--- src/rtl/serial_alu_core.sv ---
// serial_alu_core: digit-serial multi-word ALU, NSHIFT bits per advance, LSB first.
// Flags commit on the final digit; a start on that same cycle chains the next operation.
module serial_alu_core #(
   parameter int NSHIFT    = 2,
   parameter int WORD_BITS = 8,
   parameter int MAX_WORDS = 2,
   parameter int OP_BITS   = 4,
   localparam int DPW      = WORD_BITS / NSHIFT,
   localparam int NDIG     = MAX_WORDS * DPW,
   localparam int CNT_BITS = (NDIG > 1) ? $clog2(NDIG) : 1,
   localparam int WB       = $clog2(MAX_WORDS + 1)
) (
   input  logic                clk,
   input  logic                reset,
   input  logic                start,
   input  logic [OP_BITS-1:0]  operation,
   input  logic [WB-1:0]       num_words,
   input  logic [WB-1:0]       arg2_words,
   input  logic                sext2,
   input  logic                advance,
   input  logic [NSHIFT-1:0]   arg1_in,
   input  logic [NSHIFT-1:0]   arg2_in,
   output logic [NSHIFT-1:0]   result_out,
   output logic                busy,
   output logic                op_done,
   output logic [CNT_BITS-1:0] digit_index,
   output logic                flag_c,
   output logic                flag_v,
   output logic                flag_s,
   output logic                flag_z
);
   localparam logic [OP_BITS-1:0] OP_ADD = OP_BITS'(0);
   localparam logic [OP_BITS-1:0] OP_SUB = OP_BITS'(1);
   localparam logic [OP_BITS-1:0] OP_ADC = OP_BITS'(2);
   localparam logic [OP_BITS-1:0] OP_SBC = OP_BITS'(3);
   localparam logic [OP_BITS-1:0] OP_AND = OP_BITS'(4);
   localparam logic [OP_BITS-1:0] OP_OR  = OP_BITS'(5);
   localparam logic [OP_BITS-1:0] OP_XOR = OP_BITS'(6);
   localparam logic [OP_BITS-1:0] OP_MOV = OP_BITS'(7);
   localparam logic [OP_BITS-1:0] OP_CMP = OP_BITS'(8);
   localparam logic [OP_BITS-1:0] OP_TST = OP_BITS'(9);
   localparam logic [OP_BITS-1:0] OP_NEG = OP_BITS'(10);

   typedef enum logic {S_IDLE, S_RUN} state_t;

   state_t r_state, w_next;
   logic [CNT_BITS-1:0] r_idx;
   logic [OP_BITS-1:0]  r_op;
   logic [WB-1:0]       r_nw, r_a2w, w_nw_eff;
   logic                r_carry, r_sign2, r_zacc, r_sext2;
   logic                r_flag_c, r_flag_v, r_flag_s, r_flag_z;
   logic                w_last, w_run_adv, w_latch, w_ext;
   logic                w_arith, w_sub, w_logic, w_cin, w_cmsb, w_v, w_zfin;
   logic [NSHIFT-1:0]   w_a1, w_a2, w_b, w_res, w_zd;
   logic [NSHIFT:0]     w_sum;

   assign w_nw_eff  = (num_words == '0 || int'(num_words) > MAX_WORDS) ? WB'(MAX_WORDS) : num_words;
   assign busy      = r_state == S_RUN;
   assign w_last    = int'(r_idx) == int'(r_nw) * DPW - 1;
   assign w_run_adv = busy & advance;
   assign op_done   = w_run_adv & w_last;
   assign w_latch   = start & ((r_state == S_IDLE) | op_done);

   // Digits past the valid arg2 length come from the running sign (or zero).
   assign w_ext   = r_a2w == '0 || int'(r_idx) >= int'(r_a2w) * DPW;
   assign w_a2    = w_ext ? {NSHIFT{r_sext2 & r_sign2}} : arg2_in;
   assign w_arith = r_op inside {OP_ADD, OP_SUB, OP_ADC, OP_SBC, OP_CMP, OP_NEG};
   assign w_sub   = r_op inside {OP_SUB, OP_SBC, OP_CMP, OP_NEG};
   assign w_logic = r_op inside {OP_AND, OP_OR, OP_XOR, OP_TST};
   assign w_a1    = (r_op == OP_NEG) ? '0 : arg1_in;
   assign w_b     = w_sub ? ~w_a2 : w_a2;
   assign w_cin   = (r_idx != '0) ? r_carry : (r_op inside {OP_ADC, OP_SBC}) ? r_flag_c : w_sub;
   assign w_sum   = {1'b0, w_a1} + {1'b0, w_b} + {{NSHIFT{1'b0}}, w_cin};
   assign w_cmsb  = w_sum[NSHIFT-1] ^ w_a1[NSHIFT-1] ^ w_b[NSHIFT-1];
   assign w_v     = w_cmsb ^ w_sum[NSHIFT];

   assign w_res = !busy                          ? '0 :
                  (w_arith && r_op != OP_CMP)    ? w_sum[NSHIFT-1:0] :
                  (r_op == OP_AND)               ? arg1_in & w_a2 :
                  (r_op == OP_OR)                ? arg1_in | w_a2 :
                  (r_op == OP_XOR)               ? arg1_in ^ w_a2 :
                  (r_op == OP_MOV)               ? w_a2 : arg1_in;
   // Flag source: CMP flags follow the difference even though the data passes arg1 through.
   assign w_zd   = w_arith ? w_sum[NSHIFT-1:0] : (r_op == OP_TST) ? arg1_in & w_a2 : w_res;
   assign w_zfin = r_zacc & ~|w_zd;

   assign result_out  = w_res;
   assign digit_index = r_idx;
   assign flag_c      = r_flag_c;
   assign flag_v      = r_flag_v;
   assign flag_s      = r_flag_s;
   assign flag_z      = r_flag_z;

   always_comb begin
      w_next = r_state;
      if (w_latch) w_next = S_RUN;
      else if (op_done) w_next = S_IDLE;
   end

   always_ff @(posedge clk or posedge reset) begin
      if (reset) r_state <= S_IDLE;
      else r_state <= w_next;
   end

   always_ff @(posedge clk or posedge reset) begin
      if (reset) begin
         r_idx    <= '0;
         r_op     <= '0;
         r_nw     <= '0;
         r_a2w    <= '0;
         r_sext2  <= 1'b0;
         r_carry  <= 1'b0;
         r_sign2  <= 1'b0;
         r_zacc   <= 1'b0;
         r_flag_c <= 1'b0;
         r_flag_v <= 1'b0;
         r_flag_s <= 1'b0;
         r_flag_z <= 1'b0;
      end else begin
         if (w_latch) begin
            r_op    <= operation;
            r_nw    <= w_nw_eff;
            r_a2w   <= arg2_words;
            r_sext2 <= sext2;
            r_idx   <= '0;
            r_carry <= 1'b0;
            r_sign2 <= 1'b0;
            r_zacc  <= 1'b1;
         end else if (w_run_adv) begin
            r_idx   <= w_last ? '0 : r_idx + 1'b1;
            r_carry <= w_sum[NSHIFT];
            r_sign2 <= w_a2[NSHIFT-1];
            r_zacc  <= w_zfin;
         end
         if (op_done && w_arith) begin
            r_flag_c <= w_sum[NSHIFT];
            r_flag_v <= w_v;
         end
         if (op_done && (w_arith || w_logic)) begin
            r_flag_s <= w_zd[NSHIFT-1];
            r_flag_z <= w_zfin;
         end
      end
   end
endmodule
--- config.mk ---
export PLATFORM = sky130hd
export DESIGN_NAME = serial_alu_core
export DESIGN_NICKNAME = d
export VERILOG_FILES = /design/src/rtl/serial_alu_core.sv
export SDC_FILE = /design/constraint.sdc
export NUM_CORES = 1
export LEC_CHECK = 0
export CORE_UTILIZATION = 45
export CTS_CLUSTER_DIAMETER = 40
export CTS_CLUSTER_SIZE = 28
export DETAILED_ROUTE_END_ITERATION = 8
export PLACE_DENSITY = 0.74
export SETUP_SLACK_MARGIN = 0.1
export SLEW_MARGIN = 20
export SYNTH_ARGS = -nofsm -noshare
export SYNTH_HDL_FRONTEND = slang
export SYNTH_SLANG_ARGS = --single-unit
--- constraint.sdc ---
create_clock -name clk -period 4.2 [get_ports clk]
set_input_delay 0.84 -clock clk [delete_from_list [all_inputs] [get_ports clk]]
set_output_delay 0.84 -clock clk [all_outputs]
set_load 0.02 [all_outputs]
# After elaboration in Yosys (flattened, before gate mapping)
# Cells that the tools add are included.
classes:
  add_sub_neg: 4
  mul: 0
  n_div: 0
  magnitude_cmp: 2
  eq_ne: 12
  shift: 0
  mux: 25
  bitwise_logic: 14
  n_reduce_logical: 18
op_table:
  columns: ["operator", "n"]
  rows:
  - ["$mux 2", 12]
  - ["$eq 4x3->1 const B", 4]
  - ["$eq 4x4->1 const B", 3]
  - ["$mux 1", 10]
  - ["$mux 3", 3]
  - ["$eq 4x2->1 const B", 2]
  - ["$reduce_bool 4->1", 2]
  - ["$reduce_bool 2->1", 3]
  - ["$reduce_bool 6->1", 1]
  - ["$and 1x1->1", 5]
  - ["$eq 4x5->1", 1]
  - ["$sub 4x1->5 const B", 1]
  - ["$eq 4x1->1 const B", 1]
  - ["$ge 3x4->1", 1]
  - ["$logic_not 2->1", 2]
  - ["$logic_not 4->1", 1]
  - ["$ne 4x4->1 const B", 1]
  - ["$add 2x2->3", 1]
  - ["$add 3x1->3", 1]
  - ["$add 3x1->3 const B", 1]
  - ["$logic_and 1x1->1", 3]
  - ["$logic_or 1x1->1", 3]
  - ["$reduce_bool 3->1", 1]
  - ["$xor 1x1->1", 3]
  - ["9 further kinds", 9]
word_totals:
  register_bits: 20
  latchBits: 0
  mem_bits_rw: 0
  romBits: 0
  inputBits: 17
  out_inout_bits: 11
  wordCells: 88
  mem_count: 0

# Depth between registers and ports, before layout
# Gate-level depths: netlist of run 1.
depth:
  word_depth: 16
  depth_mapped: 14
  mapped_depth_nobuf: 14

# Worst setup path after synthesis of run 1
# OpenSTA, ideal clock, no wires.
synth_path:
  kind: "register -> output"
  start: "register r_idx[2] (netlist: digit_index[2])"
  end: "output result_out[1]"
  t_arrival_ns: 3.251
  t_required_ns: 3.360
  slack_ns: 0.109
  path_stages_with_launch: 13
  n_path_buf: 0
  cell_sequence: "dfrtp_1 inv_1 ha_1 and2_2 o21a_1 nand2_1 a21boi_0 xor2_1 fa_1 inv_1 fa_1 inv_1 a211oi_1"
synth_via:
  elab_chain_cells: 9
  word_cells_on_any_way: 18
  cone_classes: "add/sub: 2; order compare: 1; mux: 9; bitwise: 4; reduce/logical: 2"
synth_rtl:
  columns: ["element", "line", "text"]
  rows:
  - ["from (decl)", "47", "logic [CNT_BITS-1:0] r_idx;"]
  - ["from (signal assigned)", "130", "r_idx <= w_last ? '0 : r_idx + 1'b1;"]
  - ["$ge 3x4->1", "65", "assign w_ext = r_a2w == '0 || int'(r_idx) >= int'(r_a2w) * DPW;"]
  - ["$logic_or 1x1->1", "65", null]
  - ["$mux 2", "66", "assign w_a2 = w_ext ? {NSHIFT{r_sext2 & r_sign2}} : arg2_in;"]
  - ["$not 2->2, or another cell as far along", "71", "assign w_b = w_sub ? ~w_a2 : w_a2;"]
  - ["$mux 2, on equally long branches", "71, 81", null]
  - ["$add 2x2->3 / $mux 2 (equally long branches)", "73, 80", null]
  - ["$add 3x1->3 / $mux 2 (equally long branches)", "73, 79", null]
  - ["$mux 2 *", "78", "(w_arith && r_op != OP_CMP) ? w_sum[NSHIFT-1:0] :"]
  - ["$mux 2 *", "77", "assign w_res = !busy ? '0 :"]
  - ["to (decl)", "23", "output logic [NSHIFT-1:0] result_out,"]
# Every way passes the cells marked *; elsewhere a longest branch is shown, timed or not.

# Final worst setup path of run 1
# Same ends and word-level chain as after synthesis.

==> results of run 1 <==
kinds of logic after synthesis:
| logic type | after synthesis | share of synthesized area |
|---|---|---|
| adder cells (fa/ha/maj) | 10 | 0.0942 |
| AND/OR/NAND/NOR | 46 | 0.169 |
| multiplexers | 8 | 0.0606 |
| flip-flops | 20 | 0.336 |
| AO/OA/AOI/OAI | 50 | 0.239 |
| buffers and inverters | 22 | 0.0606 |
| XOR/XNOR | 6 | 0.0404 |
layout by cell type (no fill, tap or decap), types with 3 or more instances in the layout:
cell type and instances:
a21oi_1 9, a22o_1 3, a31oi_1 3, buf_4 7, clkbuf_4 3, clkdlybuf4s50_1 25, dfrtp_1 20, ha_1 8
inv_1 17, mux2_2 8, nand2_1 19, nand2b_1 3, nor2_1 4, o21ai_0 6, o22ai_1 4, xnor2_1 3
worst max-delay path, delay by kind of cell, from the launching register on:
| family | cells | cell delay, ps |
|---|---|---|
| buf+inv | 4 | 350 |
| flops | 1 | 370 |
| xor+xnor | 1 | 200 |
| simple gates | 2 | 300 |
| fa+ha+maj | 3 | 990 |
| compound gates | 3 | 570 |
sequential cells by signal, indices dropped and copies added, names as in the netlist:
| name | cells |
|---|---|
| r_carry | 1 |
| flag_z | 1 |
| digit_index | 3 |
| flag_s | 1 |
| r_zacc | 1 |
| busy | 1 |
| r_op | 4 |
| r_nw | 2 |
| flag_v | 1 |
| r_a2w | 2 |
| flag_c | 1 |
| r_sign2 | 1 |
| r_sext2 | 1 |
repair_timing:
| action | 4_1_cts | 5_1_grt |
|---|---|---|
| gates resized for setup | 3 | 6 |
| endpoints found under the setup margin | 2 | 2 |
| buffers inserted | 0 | 1 |
| endpoints found under the hold margin | 0 | 0 |
path summary, 6_finish.rpt:
check                      depth (start not counted)             to           start  slack, ps
max                                               13  result_out[1]  digit_index[2]        280
min                                                2         flag_v          flag_v        500
max reg2reg                                       15         flag_v  digit_index[2]        950
min reg2reg                                        2         flag_v          flag_v        500
max in group asynchronous                          2         r_zacc           reset       2800
min in group asynchronous                          2        r_op[1]           reset        940
power by group through the flow:
stage               clock, mW  sequential, mW  combinational, mW
global route            0.170           0.408               1.20
CTS                     0.166           0.387               1.07
floorplan                   0           0.376              0.764
detailed placement          0           0.391               1.09
finish                  0.165           0.389               1.08
global placement            0           0.386               1.06
per-stage QoR:
stage	utilization	hold WS (ps)	total power, mW	setup WS, ps
global route	0.611	560	1.78	75.9
detailed placement	0.590	484	1.48	-73.5
finish	0.611	503	1.64	279
floorplan	-	479	1.14	109
CTS	0.606	513	1.63	46.9
global placement	0.590	471	1.44	-41.0
layer usage:
| layer | GRT usage | part of all wire | routed length, um | vias to the layer above |
|---|---|---|---|---|
| met2 | 0.350 | 0.51 | 1660 | 41 |
| met4 | 0.0598 | 0.0058 | 19 | 0 |
| li1 | - | - | - | 644 |
| met1 | 0.269 | 0.44 | 1440 | 625 |
| met3 | 0.0262 | 0.040 | 131 | 2 |
| met5 | 0 | 0 | 0 | - |
layout make-up:
class,count,area share
Multi-Input combinational cell,120,0.479
Sequential cell,20,0.264
Timing Repair Buffer,34,0.167
Inverter,17,0.0336
Tap cell,44,0.0290
Clock inverter,1,0.0158
Clock buffer,3,0.0119
cells in the mapped netlist, drive strengths merged (3+ instances only):
master / instances / share of area
nand2b: 3 / 0.013
o21ai: 9 / 0.033
buf: 4 / 0.015
o22ai: 4 / 0.017
dfrtp: 20 / 0.34
xnor2: 4 / 0.029
inv: 17 / 0.043
nor2: 4 / 0.010
a21oi: 9 / 0.030
a31oi: 4 / 0.021
nand2: 19 / 0.048
and2: 3 / 0.015
a211oi: 3 / 0.018
mux2: 8 / 0.061
ha: 8 / 0.067
a22o: 3 / 0.018
a21boi: 3 / 0.015
==> qor.txt, run 1 <==
WS Path Type = reg2out
# IOs = 28
worst skew pair latency = 310 ps
final std cell area, no fill = 1900 um^2
DP Cell Count = 234
Post-DRT Antenna Nets = 0
worst-path fanout max = 3
CP max-delay cell = fa_1
FMAX = 255 MHz
Antenna diodes = 0
Chip Height = 59.5 um
worst vdd ir = 0.454 mV
FF/Latch Area = 500 um^2
global-route wire length before repair = 5.46 mm
Pleak = 0.857 nW
DIE WIDTH = 59.5 um
initial DRC count = 63
hold_buf cts = 0
area of the multi-input gates = 908 um^2
Startpoint Class = flip-flop
Max-cap violations = 0
ordered cell list for the critical path = inv_1, ha_1, and2_2, o21a_1, nand2_1, a21boi_4, xor2_1, fa_1, inv_1, fa_1, inv_1, a211oi_1, buf_2
EDFF count, synth = 0
Max clock buf depth = 2
Sw Pwr = 725 uW
PwrDens = 863 nW/um^2
IO buf count = 27
CTS tree = built
layout cells sized above 1 = 0.154
Critical Path AT = 3080 ps
CTS H-Tree Depth = 1
Pint = 911 uW
vias in the first global route = 1224
initial antenna violation count = 0
Detailed Place HPWL = 2.44 mm
critical path capture point type = output port
Gate Count Post-Synth = 162
most common flop cell mapped by yosys = dfrtp_1
Avg Vias per Cell = 5.49
drt wl/cell = 13.6 um
WP data required = 3360 ps
combinational power share = 0.662
clock root cell = clkbuf_4
Clk pwr share = 0.101
RSZ-0062 raised after global routing = false
die area = 3540 um^2
Final Non-Filler Cells = 239
Flop pwr share = 0.238
Nets = 223
Avg Inst Size Synth = 9.18 um^2
outcome = completed
min cycle time layout = 3920 ps
Overall Global Routing Usage = 0.204
Distinct cells, synth = 52
Clock Sinks = 20
Setup-failing EPs final = 0
Seq cells post-synth = 20
Fin. Hold Viols = 0
gpl congestion = 0.850
crit-path max cell delay = 520 ps
Final TNS setup = 0 ps
CTS buffer count = 3
most used cell, CP = inv_1
initial core utilization = 0.479
Congestion Overflow GR = 0
Slew HR = 0.503
clock-pin slew on the worst setup and hold paths = 130 ps
ys async rst share = 1.00
placement-stage cell area = 1830 um^2
Remaining DRCs = 0
sequential-to-total area share from yosys stat = 0.336
clk_skew = 1.43 ps
final wirelength = 3.25 mm
filler cell count = 289
core footprint = 3100 um^2
Site Rows = 20
max-slew violation count = 0
largest net degree at the start of global routing = 21
Layout area overhead = 27.5%
Slew @ Worst Pin = 745 ps
routed via count = 1312
post-synthesis cell area = 1490 um^2
switching power share of the total = 0.443
min-delay worst type = reg2reg
post-synthesis net count = 189
1st-pass router iterations = 4
warnings from Yosys = 0
fin crit share = 0.934
No activity file was read; power rests on OpenSTA's default activity.
==> run 2: changes to the inputs <==
--- a/config.mk
+++ b/config.mk
@@ -7,7 +7,7 @@
 export LEC_CHECK = 0
 export CORE_UTILIZATION = 45
 export CTS_CLUSTER_DIAMETER = 40
-export CTS_CLUSTER_SIZE = 28
+export CTS_CLUSTER_SIZE = 24
 export DETAILED_ROUTE_END_ITERATION = 8
 export PLACE_DENSITY = 0.74
 export SETUP_SLACK_MARGIN = 0.1
==> results of run 2 <==
The final DEF is identical to that of run 1; final timing and power are the same.
==> run 3: changes to the inputs <==
--- a/config.mk
+++ b/config.mk
@@ -5,6 +5,7 @@
 export SDC_FILE = /design/constraint.sdc
 export NUM_CORES = 1
 export LEC_CHECK = 0
+export CAP_MARGIN = 20
 export CORE_UTILIZATION = 45
 export CTS_CLUSTER_DIAMETER = 40
 export CTS_CLUSTER_SIZE = 24
==> results of run 3 <==
The final DEF is identical to that of run 1; final timing and power are the same.
